File: src/rtl/medfilt_pkg.sv
// Shared widths, packed-word type and helpers for the median-filter output packer.
package medfilt_pkg;

  localparam int PIX_W  = 16;
  localparam int LANES  = 4;
  localparam int WORD_W = PIX_W * LANES;

  typedef struct packed {
    logic [WORD_W-1:0] data;
    logic              last;
  } pack_word_t;

  function automatic int fifo_aw(input int depth);
    return (depth <= 2) ? 1 : $clog2(depth);
  endfunction

  function automatic logic [PIX_W-1:0] clip_pix(input logic [PIX_W-1:0] pix,
                                                input logic             en,
                                                input logic [PIX_W-1:0] max_val);
    if (en && (pix > max_val)) begin
      return max_val;
    end else begin
      return pix;
    end
  endfunction

endpackage

File: src/rtl/medfilt_sync_fifo.sv
// First-word-fall-through synchronous FIFO; a write on a full FIFO is accepted
// only together with a read. flush empties it, keeping a same-cycle write.
module medfilt_sync_fifo
  import medfilt_pkg::*;
#(
  parameter int WIDTH = 65,
  parameter int DEPTH = 8
) (
  input  logic             clk,
  input  logic             rst_n,
  input  logic             flush,
  input  logic             wr_en,
  input  logic [WIDTH-1:0] din,
  input  logic             rd_en,
  output logic [WIDTH-1:0] dout,
  output logic             full,
  output logic             empty
);

  localparam int AW = fifo_aw(DEPTH);

  logic [WIDTH-1:0] mem [DEPTH];
  logic [AW-1:0]    wr_ptr;
  logic [AW-1:0]    rd_ptr;
  logic [AW:0]      count;
  logic             wr_ok;
  logic             rd_ok;
  logic             mem_we;
  logic [AW-1:0]    mem_idx;

  always_comb begin
    full    = (count == (AW+1)'(DEPTH));
    empty   = (count == '0);
    rd_ok   = rd_en & ~empty;
    wr_ok   = wr_en & (~full | rd_en);
    mem_we  = flush ? wr_en : wr_ok;
    mem_idx = flush ? '0 : wr_ptr;
    dout    = mem[rd_ptr];
  end

  always_ff @(posedge clk) begin
    if (mem_we) begin
      mem[mem_idx] <= din;
    end
  end

  always_ff @(posedge clk or negedge rst_n) begin
    if (!rst_n) begin
      wr_ptr <= '0;
      rd_ptr <= '0;
      count  <= '0;
    end else if (flush) begin
      rd_ptr <= '0;
      wr_ptr <= wr_en ? AW'(1) : '0;
      count  <= wr_en ? (AW+1)'(1) : '0;
    end else begin
      if (wr_ok) begin
        wr_ptr <= wr_ptr + AW'(1);
      end
      if (rd_ok) begin
        rd_ptr <= rd_ptr + AW'(1);
      end
      case ({wr_ok, rd_ok})
        2'b10:   count <= count + (AW+1)'(1);
        2'b01:   count <= count - (AW+1)'(1);
        default: count <= count;
      endcase
    end
  end

endmodule

File: src/rtl/medfilt_out_packer.sv
// Packs filtered pixel pairs into 64-bit words with end-of-row marking and a
// FWFT output FIFO. Define MEDFILT_PACK_CLIP_EN to saturate pixels to CLIP_MAX.
module medfilt_out_packer
  import medfilt_pkg::*;
#(
  parameter int ROW_PIX    = 512,
  parameter int FIFO_DEPTH = 8,
  parameter int CLIP_MAX   = 4095
) (
  input  logic        clk,
  input  logic        rst_n,
  input  logic        frame_start,
  input  logic [15:0] medfilt_data_out,
  input  logic [15:0] medfilt_data_out2,
  input  logic        medfilt_done_flag,
  output logic [63:0] pack_data,
  output logic        pack_valid,
  input  logic        pack_ready,
  output logic        pack_last,
  output logic        ovf_flag,
  output logic [15:0] row_cnt
);

`ifdef MEDFILT_PACK_CLIP_EN
  localparam logic CLIP_EN = 1'b1;
`else
  localparam logic CLIP_EN = 1'b0;
`endif
  localparam logic [PIX_W-1:0] CLIP_VAL = PIX_W'(CLIP_MAX);
  localparam logic [15:0]      ROW_END  = 16'(ROW_PIX);
  localparam int               FW       = $bits(pack_word_t);

  logic [2*PIX_W-1:0] held;
  logic               half_full;
  logic [15:0]        col_cnt;

  logic [PIX_W-1:0]   px0;
  logic [PIX_W-1:0]   px1;
  logic               half_base;
  logic [15:0]        col_base;
  logic               row_end;
  logic               push;
  logic               drop;
  pack_word_t         wr_word;
  pack_word_t         head;
  logic [FW-1:0]      fifo_dout;
  logic               fifo_full;
  logic               fifo_empty;

  // frame_start rewinds packing state so a same-cycle pair opens the new frame
  always_comb begin
    px0       = clip_pix(medfilt_data_out,  CLIP_EN, CLIP_VAL);
    px1       = clip_pix(medfilt_data_out2, CLIP_EN, CLIP_VAL);
    half_base = half_full & ~frame_start;
    col_base  = frame_start ? 16'd0 : col_cnt;
    row_end   = medfilt_done_flag & ((col_base + 16'd2) == ROW_END);
    push      = medfilt_done_flag & (half_base | row_end);
    wr_word.last = row_end;
    if (half_base) begin
      wr_word.data = {px1, px0, held};
    end else begin
      wr_word.data = {32'd0, px1, px0};
    end
    drop = push & fifo_full & ~pack_ready & ~frame_start;
    head = pack_word_t'(fifo_dout);
  end

  always_ff @(posedge clk or negedge rst_n) begin
    if (!rst_n) begin
      held      <= '0;
      half_full <= 1'b0;
      col_cnt   <= 16'd0;
      row_cnt   <= 16'd0;
      ovf_flag  <= 1'b0;
    end else begin
      ovf_flag <= frame_start ? 1'b0 : (ovf_flag | drop);
      if (medfilt_done_flag) begin
        if (!half_base) begin
          held <= {px1, px0};
        end
        // counters advance even when the word is dropped, keeping row alignment
        if (row_end) begin
          col_cnt   <= 16'd0;
          half_full <= 1'b0;
          row_cnt   <= (frame_start ? 16'd0 : row_cnt) + 16'd1;
        end else begin
          col_cnt   <= col_base + 16'd2;
          half_full <= ~half_base;
          row_cnt   <= frame_start ? 16'd0 : row_cnt;
        end
      end else if (frame_start) begin
        col_cnt   <= 16'd0;
        half_full <= 1'b0;
        row_cnt   <= 16'd0;
      end else begin
        col_cnt   <= col_cnt;
        half_full <= half_full;
        row_cnt   <= row_cnt;
      end
    end
  end

  medfilt_sync_fifo #(
    .WIDTH (FW),
    .DEPTH (FIFO_DEPTH)
  ) u_fifo (
    .clk   (clk),
    .rst_n (rst_n),
    .flush (frame_start),
    .wr_en (push),
    .din   (wr_word),
    .rd_en (pack_ready),
    .dout  (fifo_dout),
    .full  (fifo_full),
    .empty (fifo_empty)
  );

  always_comb begin
    pack_valid = ~fifo_empty;
    pack_data  = fifo_empty ? 64'd0 : head.data;
    pack_last  = ~fifo_empty & head.last;
  end

endmodule
File: config.mk
export PLATFORM = sky130hd
export DESIGN_NAME = medfilt_out_packer
export DESIGN_NICKNAME = d
export VERILOG_FILES = /design/src/rtl/medfilt_pkg.sv /design/src/rtl/medfilt_sync_fifo.sv /design/src/rtl/medfilt_out_packer.sv
export SDC_FILE = /design/constraint.sdc
export NUM_CORES = 1
export LEC_CHECK = 0
export CORE_MARGIN = 8
export CORE_UTILIZATION = 55
export DETAILED_ROUTE_END_ITERATION = 8
export PLACE_DENSITY = 0.74
export SLEW_MARGIN = 20
export SYNTH_ARGS = -nofsm -noshare
export SYNTH_HDL_FRONTEND = slang
export SYNTH_SLANG_ARGS = --single-unit
File: constraint.sdc
create_clock -name clk -period 12.7 [get_ports clk]
set_input_delay 1.905 -clock clk [delete_from_list [all_inputs] [get_ports clk]]
set_output_delay 1.905 -clock clk [all_outputs]
set_load 0.01 [all_outputs]
* After elaboration in Yosys (flattened, before gate mapping)
Memories as Yosys holds them, arrays and structs flattened. Cells that the tools add are included.
Storage, ports and cells: flip-flop bits (word level) 76, input port bits 37, latch bits 0, memories 1, RAM bits 520, bits in read-only memories 0, output and inout bits 83, logic and storage cells 66
Cells by class: equality and inequality tests 4, reduce and logical (&&, ||, !) cells 6, shifts and indexed selects 0, bitwise gates (word level) 17, multiplexer cells 24, multipliers 0, div/mod/pow operators 0, $add $sub $neg 6, $lt $le $gt $ge 0
Memories:
- u_fifo.mem | depth 8, bits a word 65, read ports 1, clocked after Yosys merged registers in 0, write ports 1, RTL line medfilt_sync_fifo.sv:22 | logic [WIDTH-1:0] mem [DEPTH];
Operator list (count):
- 64-bit 2-to-1 mux | 2
- 16-bit 2-to-1 mux | 6
- 16-bit by 1-bit adder with 16-bit output (second input constant) | 1
- 16-bit by 2-bit adder with 16-bit output (second input constant) | 1
- 16-bit by 10-bit == test with 1-bit output (second input constant) | 1
- 3-bit 2-to-1 mux | 5
- 1-bit bitwise AND | 9
- 1-bit 2-to-1 mux | 9
- 4-bit one-hot mux with 2 select lines | 1
- 3-bit by 1-bit adder with 3-bit output (second input constant) | 2
- 2-bit nonzero test | 3
- 1-bit NOT | 5
- 4-bit by 1-bit adder with 4-bit output (second input constant) | 1
- 4-bit == test (second input constant) | 1
- 4-bit zero test | 1
- 4-bit 2-to-1 mux | 1
- 4-bit by 1-bit subtractor with 4-bit output (second input constant) | 1
- 1-bit OR | 3
- 3-bit nonzero test | 1
- 2-bit by 1-bit == test with 1-bit output (second input constant) | 1
- 2-bit == test (second input constant) | 1
- 2-bit AND reduction | 1

* Longest topological paths before layout
depth in word-level cells 11, depth in mapped cells 18, mapped depth without buffers 16

* Cells and area by module
A second synthesis with hierarchy kept.
Unflattened totals: cells, all modules 1365, area, all modules 24643.6 um^2
By module, submodules not included:
- medfilt_sync_fifo | seq. area each 15865.2 um^2, times used 1, cells each 840, area an instance 20275.7 um^2
- medfilt_out_packer | seq. area each 1651.6 um^2, times used 1, cells each 525, area an instance 4367.9 um^2

* Least setup slack after synthesis
Ideal clock, no wire load.
path type input -> register, from in frame_start, to mem u_fifo.mem[1][0], enable pin, stages on the path 11, library setup time 0.672 ns, data arrival time 11.010 ns, required time 12.028 ns, path buffers 3, setup slack 1.019 ns, path through buf_2 -> clkbuf_1 -> nor2b_1 -> ha_1 -> or2_1 -> a211o_1 -> a2111oi_4 -> nand4b_4 -> buf_6 -> a21oi_4 -> nor4b_1
Between the ends: cells in the longest elaborated chain, start to end 10
RTL lines:
- start: declaration | RTL line medfilt_out_packer.sv:12 | input logic frame_start,
- 16-bit 2-to-1 mux
- 16-bit by 2-bit adder with 16-bit output | RTL line medfilt_out_packer.sv:56 | row_end = medfilt_done_flag & ((col_base + 16'd2) == ROW_END);
- 16-bit by 10-bit == test with 1-bit output | RTL line medfilt_out_packer.sv:56
- 1-bit bitwise AND | RTL line medfilt_out_packer.sv:56
- 1-bit OR | RTL line medfilt_out_packer.sv:57 | push = medfilt_done_flag & (half_base | row_end);
- 1-bit bitwise AND | RTL line medfilt_out_packer.sv:57
- 1-bit bitwise AND | RTL line medfilt_sync_fifo.sv:35 | wr_ok = wr_en & (~full | rd_en);
- 1-bit 2-to-1 mux | RTL line medfilt_sync_fifo.sv:36 | mem_we = flush ? wr_en : wr_ok;
- 1-bit 2-to-1 mux | RTL line medfilt_sync_fifo.sv:42 | if (mem_we) begin
- 1-bit 2-to-1 mux (implied by the code) | RTL line medfilt_sync_fifo.sv:43 | mem[mem_idx] <= din;
- end: declaration | RTL line medfilt_sync_fifo.sv:22
Several ways; a longest one is shown, not always the timed one.

* Final worst setup path
from in frame_start, to mem u_fifo.mem[6][21], enable pin
Same word-level chain as after synthesis.

==> summary.md <==
| Metric | Value |
|---|---|
| Synthesized cell area | `24200 µm²` |
| CTS tree | `yes` |
| Hold_buf cts | `0` |
| Vias in the first global route | `13300` |
| Synthesized instance count | `1349` |
| CP most frequent cell | `buf_4` |
| Die area | `51000 µm²` |
| Ports | `120` |
| Prevailing post-synth register cell | `edfxtp_1` |
| Min Tclk post-route | `6670 ps` |
| Resize count post-CTS | `0` |
| DRC Markers | `0` |
| Hold Vio Cnt, Final | `0` |
| GRT overflow | `0` |
| Crit Path Category | `in2reg` |
| Post-Place Worst Slack | `5440 ps` |
| CP endpoint kind | `flip-flop` |
| Share of post-route cells with drive strength above 1 | `19.8%` |
| Post-synth cell types | `64` |
| Pwr dens | `181 nW/µm²` |
| Critical Path Max Stage Delay | `810 ps` |
| Routed wire length | `53100 µm` |
| Routed WL per cell | `25.2 µm` |
| Cell area after layout | `27900 µm²` |
| Post-route setup slack | `6030 ps` |
| Post-CTS Repair Setup Buffers | `0` |
| Critical Path Fanout Max | `48` |
| Async S/R FF share, synth | `12.8%` |
| Longest Clk Path Bufs | `3` |
| Rows | `77` |
| Final HPWL DP | `29500 µm` |
| Worst R2R End | `u_fifo.mem[6][21]` |
| Core area | `43800 µm²` |
| Setup-failing EPs final | `0` |
| Fin nets | `1512` |
| Worst-Skew Late Latency | `590 ps` |
| Initial antenna violation count | `4` |
| Vias per cell | `6.03` |
| Die X | `226 µm` |
| Clock sinks | `596` |
| Die Ht | `226 µm` |
| Placed Cells incl. Taps | `2003` |
| Worst slew margin | `24.6%` |
| Hold path cells | `1` |
| Lkg Pwr | `9.18 nW` |
| Status | `completed` |
| Via count | `12700` |
| HP Start | `col_cnt[0]` |
| P&R area growth vs syn | `15.2%` |
| DR iter-0 viols | `1102` |
| Syn nets | `1392` |
| Gp weighted congestion | `0.804` |
| #FFs+latches synth | `596` |
| Diodes inserted | `0` |
| Slowest-stage cell, CP | `nor2_4` |
| RSZ-0062 raised after global routing | `no` |
| Fin crit share | `52.5%` |
| Clock transition at path regs | `60 ps` |
| Syn Area/Cell | `18.0 µm²` |
| Port bufs | `119` |
| Synthesis Warnings | `0` |
| R2r setup slk | `7630 ps` |
| Hold endpoint | `col_cnt[0]` |
| First-pass GRT wire length | `80800 µm` |
| Num CTS Buffers | `56` |
| Critical path arrival | `6890 ps` |
| Reg-to-reg startpoint | `col_cnt[1]` |
| Slew Viols, Final | `0` |
| Layout Skew | `15.4 ps` |
| Slew @ Worst Pin | `1130 ps` |
| Post-synthesis sequential area ratio | `72.3%` |
| Antenna viol nets, final | `0` |
| Final TNS setup | `0 ps` |
| F_max | `150 MHz` |
| Initial Util | `55.3%` |
| Fillers | `3017` |
| VDD IR max | `0.130 mV` |
| Clk root buf | `clkbuf_16` |
| Worst R2R Path Depth | `11` |
| H-Tree Depth | `2` |
| TritonRoute pass-1 iters | `5` |
| FF+latch area | `17500 µm²` |
| Worst min path class | `reg2reg` |
| CP required | `12920 ps` |
| Largest net degree at the start of global routing | `77` |
| Max Cap Viol | `0` |
| DP Area | `26100 µm²` |
| Final std cells w/o fill | `2106` |
| Post-synth EDFFs | `520` |
| Ordered list of cells on the worst path | `clkdlybuf4s50_1, buf_4, nor2b_1, ha_1, nand4b_2, o21ai_0, a32oi_1, a2111oi_4, nand4b_4, a21oi_4, nand2_1, nor2_4, buf_4` |
| Critical Path Source Type | `input pin` |
| GR Util All Layers | `21.1%` |
| Multi-input logic area | `6450 µm²` |
## report_power, final
group	switching [mW]	leakage (nW)	internal, mW
Sequential	0.0626	5.72	2.18
Combinational	0.558	2.55	0.593
Clock	0.695	0.909	0.961
Total	1.32	9.18	3.74
## metrics by stage
stage / total power [mW] / hold slack, ps / utilization (%)
5_1_grt: 5.25 / 520 / 63.7
3_3_place_gp: 3.45 / 486 / 59.5
6_report: 5.05 / 506 / 63.7
2_1_floorplan: 2.96 / 465 / -
4_1_cts: 5.11 / 510 / 63.7
3_5_place_dp: 3.46 / 490 / 59.5
## flip-flops by register name (all words and copies together) (netlist names)
register,cells
row_cnt,16
half_full,1
col_cnt,16
u_fifo.count,4
u_fifo.mem,520
held,32
ovf_flag,1
u_fifo.wr_ptr,3
u_fifo.rd_ptr,3
## kinds of logic (layout without fill, tap and decap cells)
| group | Yosys count | count (layout) | synth area share [%] |
|---|---|---|---|
| xor gates and xnor gates | 30 | 30 | 1.08 |
| and+or+nand+nor | 359 | 359 | 7.06 |
| muxes | 233 | 233 | 16.6 |
| buffers and inverters | 83 | 248 | 1.36 |
| AOI/OAI and AO/OA | 41 | 41 | 1.27 |
| adders and majority gates | 7 | 7 | 0.351 |
| DFF | 596 | 596 | 72.3 |
## worst max-delay path, delay by kind of cell
family          cells  cell delay [ps]
compound gates      4             1250
simple gates        5             1930
buf+inv             3             1410
fa+ha+maj           1              360
## layer usage
metal  part of all wire, %  track usage, %  up-vias
li1                      -               -     5498
met1                    42            29.1     6677
met2                    49            33.9      430
met3                   7.2            4.39       85
met4                   2.5            6.48        6
met5                 0.087               0        -
## synthesized netlist by cell type, drive strengths merged (4+ instances only)
master / n / share of area (%)
a21oi: 8 / 0.21
and2: 32 / 0.83
and3: 4 / 0.10
buf: 28 / 0.51
clkbuf: 48 / 0.74
dfrtp: 76 / 7.8
edfxtp: 520 / 64
ha: 6 / 0.31
inv: 6 / 0.093
mux2: 35 / 1.6
mux2i: 68 / 2.9
mux4: 130 / 12
nand2: 136 / 2.1
nand3: 17 / 0.35
nand4: 13 / 0.34
nand4b: 5 / 0.27
nor2: 101 / 1.6
nor2b: 11 / 0.28
nor3: 10 / 0.27
nor4: 8 / 0.23
o21ai: 11 / 0.24
or3: 6 / 0.15
xnor2: 15 / 0.54
xor2: 15 / 0.54
## layout make-up
cell class                      instances  share of cell area [%]
Clock buffer                           73                    5.57
Clock inverter                         30                   0.986
Inverter                                7                  0.0941
Multi-Input combinational cell        670                    23.1
Sequential cell                       596                    62.8
Tap cell                              592                    2.65
Timing Repair Buffer                  138                    4.82
## worst max path at each step
stage / from / endpoint / slack, ps / cells past startpoint
after global placement: frame_start / u_fifo.mem[6][15] / 5610 / 12
after CTS: frame_start / u_fifo.mem[6][43] / 6020 / 13
after detailed placement: frame_start / u_fifo.mem[6][23] / 5440 / 13
after global routing: frame_start / u_fifo.mem[6][22] / 5700 / 13
after floorplan: frame_start / u_fifo.mem[1][0] / 1020 / 11
final: frame_start / u_fifo.mem[6][21] / 6030 / 13
## layout by cell type, fill, tap and decap left out, types with 9 or more instances in the layout
master	synthesis	layout
nor2_1	101	99
nand4_1	13	13
dfrtp_1	76	73
nor2b_1	11	10
mux4_2	130	130
clkbuf_16	0	57
edfxtp_1	520	520
mux2_2	35	35
o21ai_0	10	10
clkdlybuf4s50_1	0	118
clkinv_2	0	16
xnor2_1	15	15
and2_1	32	32
buf_4	2	16
nand3_1	17	17
mux2i_1	67	67
nand2_1	135	135
xor2_1	15	15
clkbuf_1	48	9
Power figures use the tool's default switching activity.
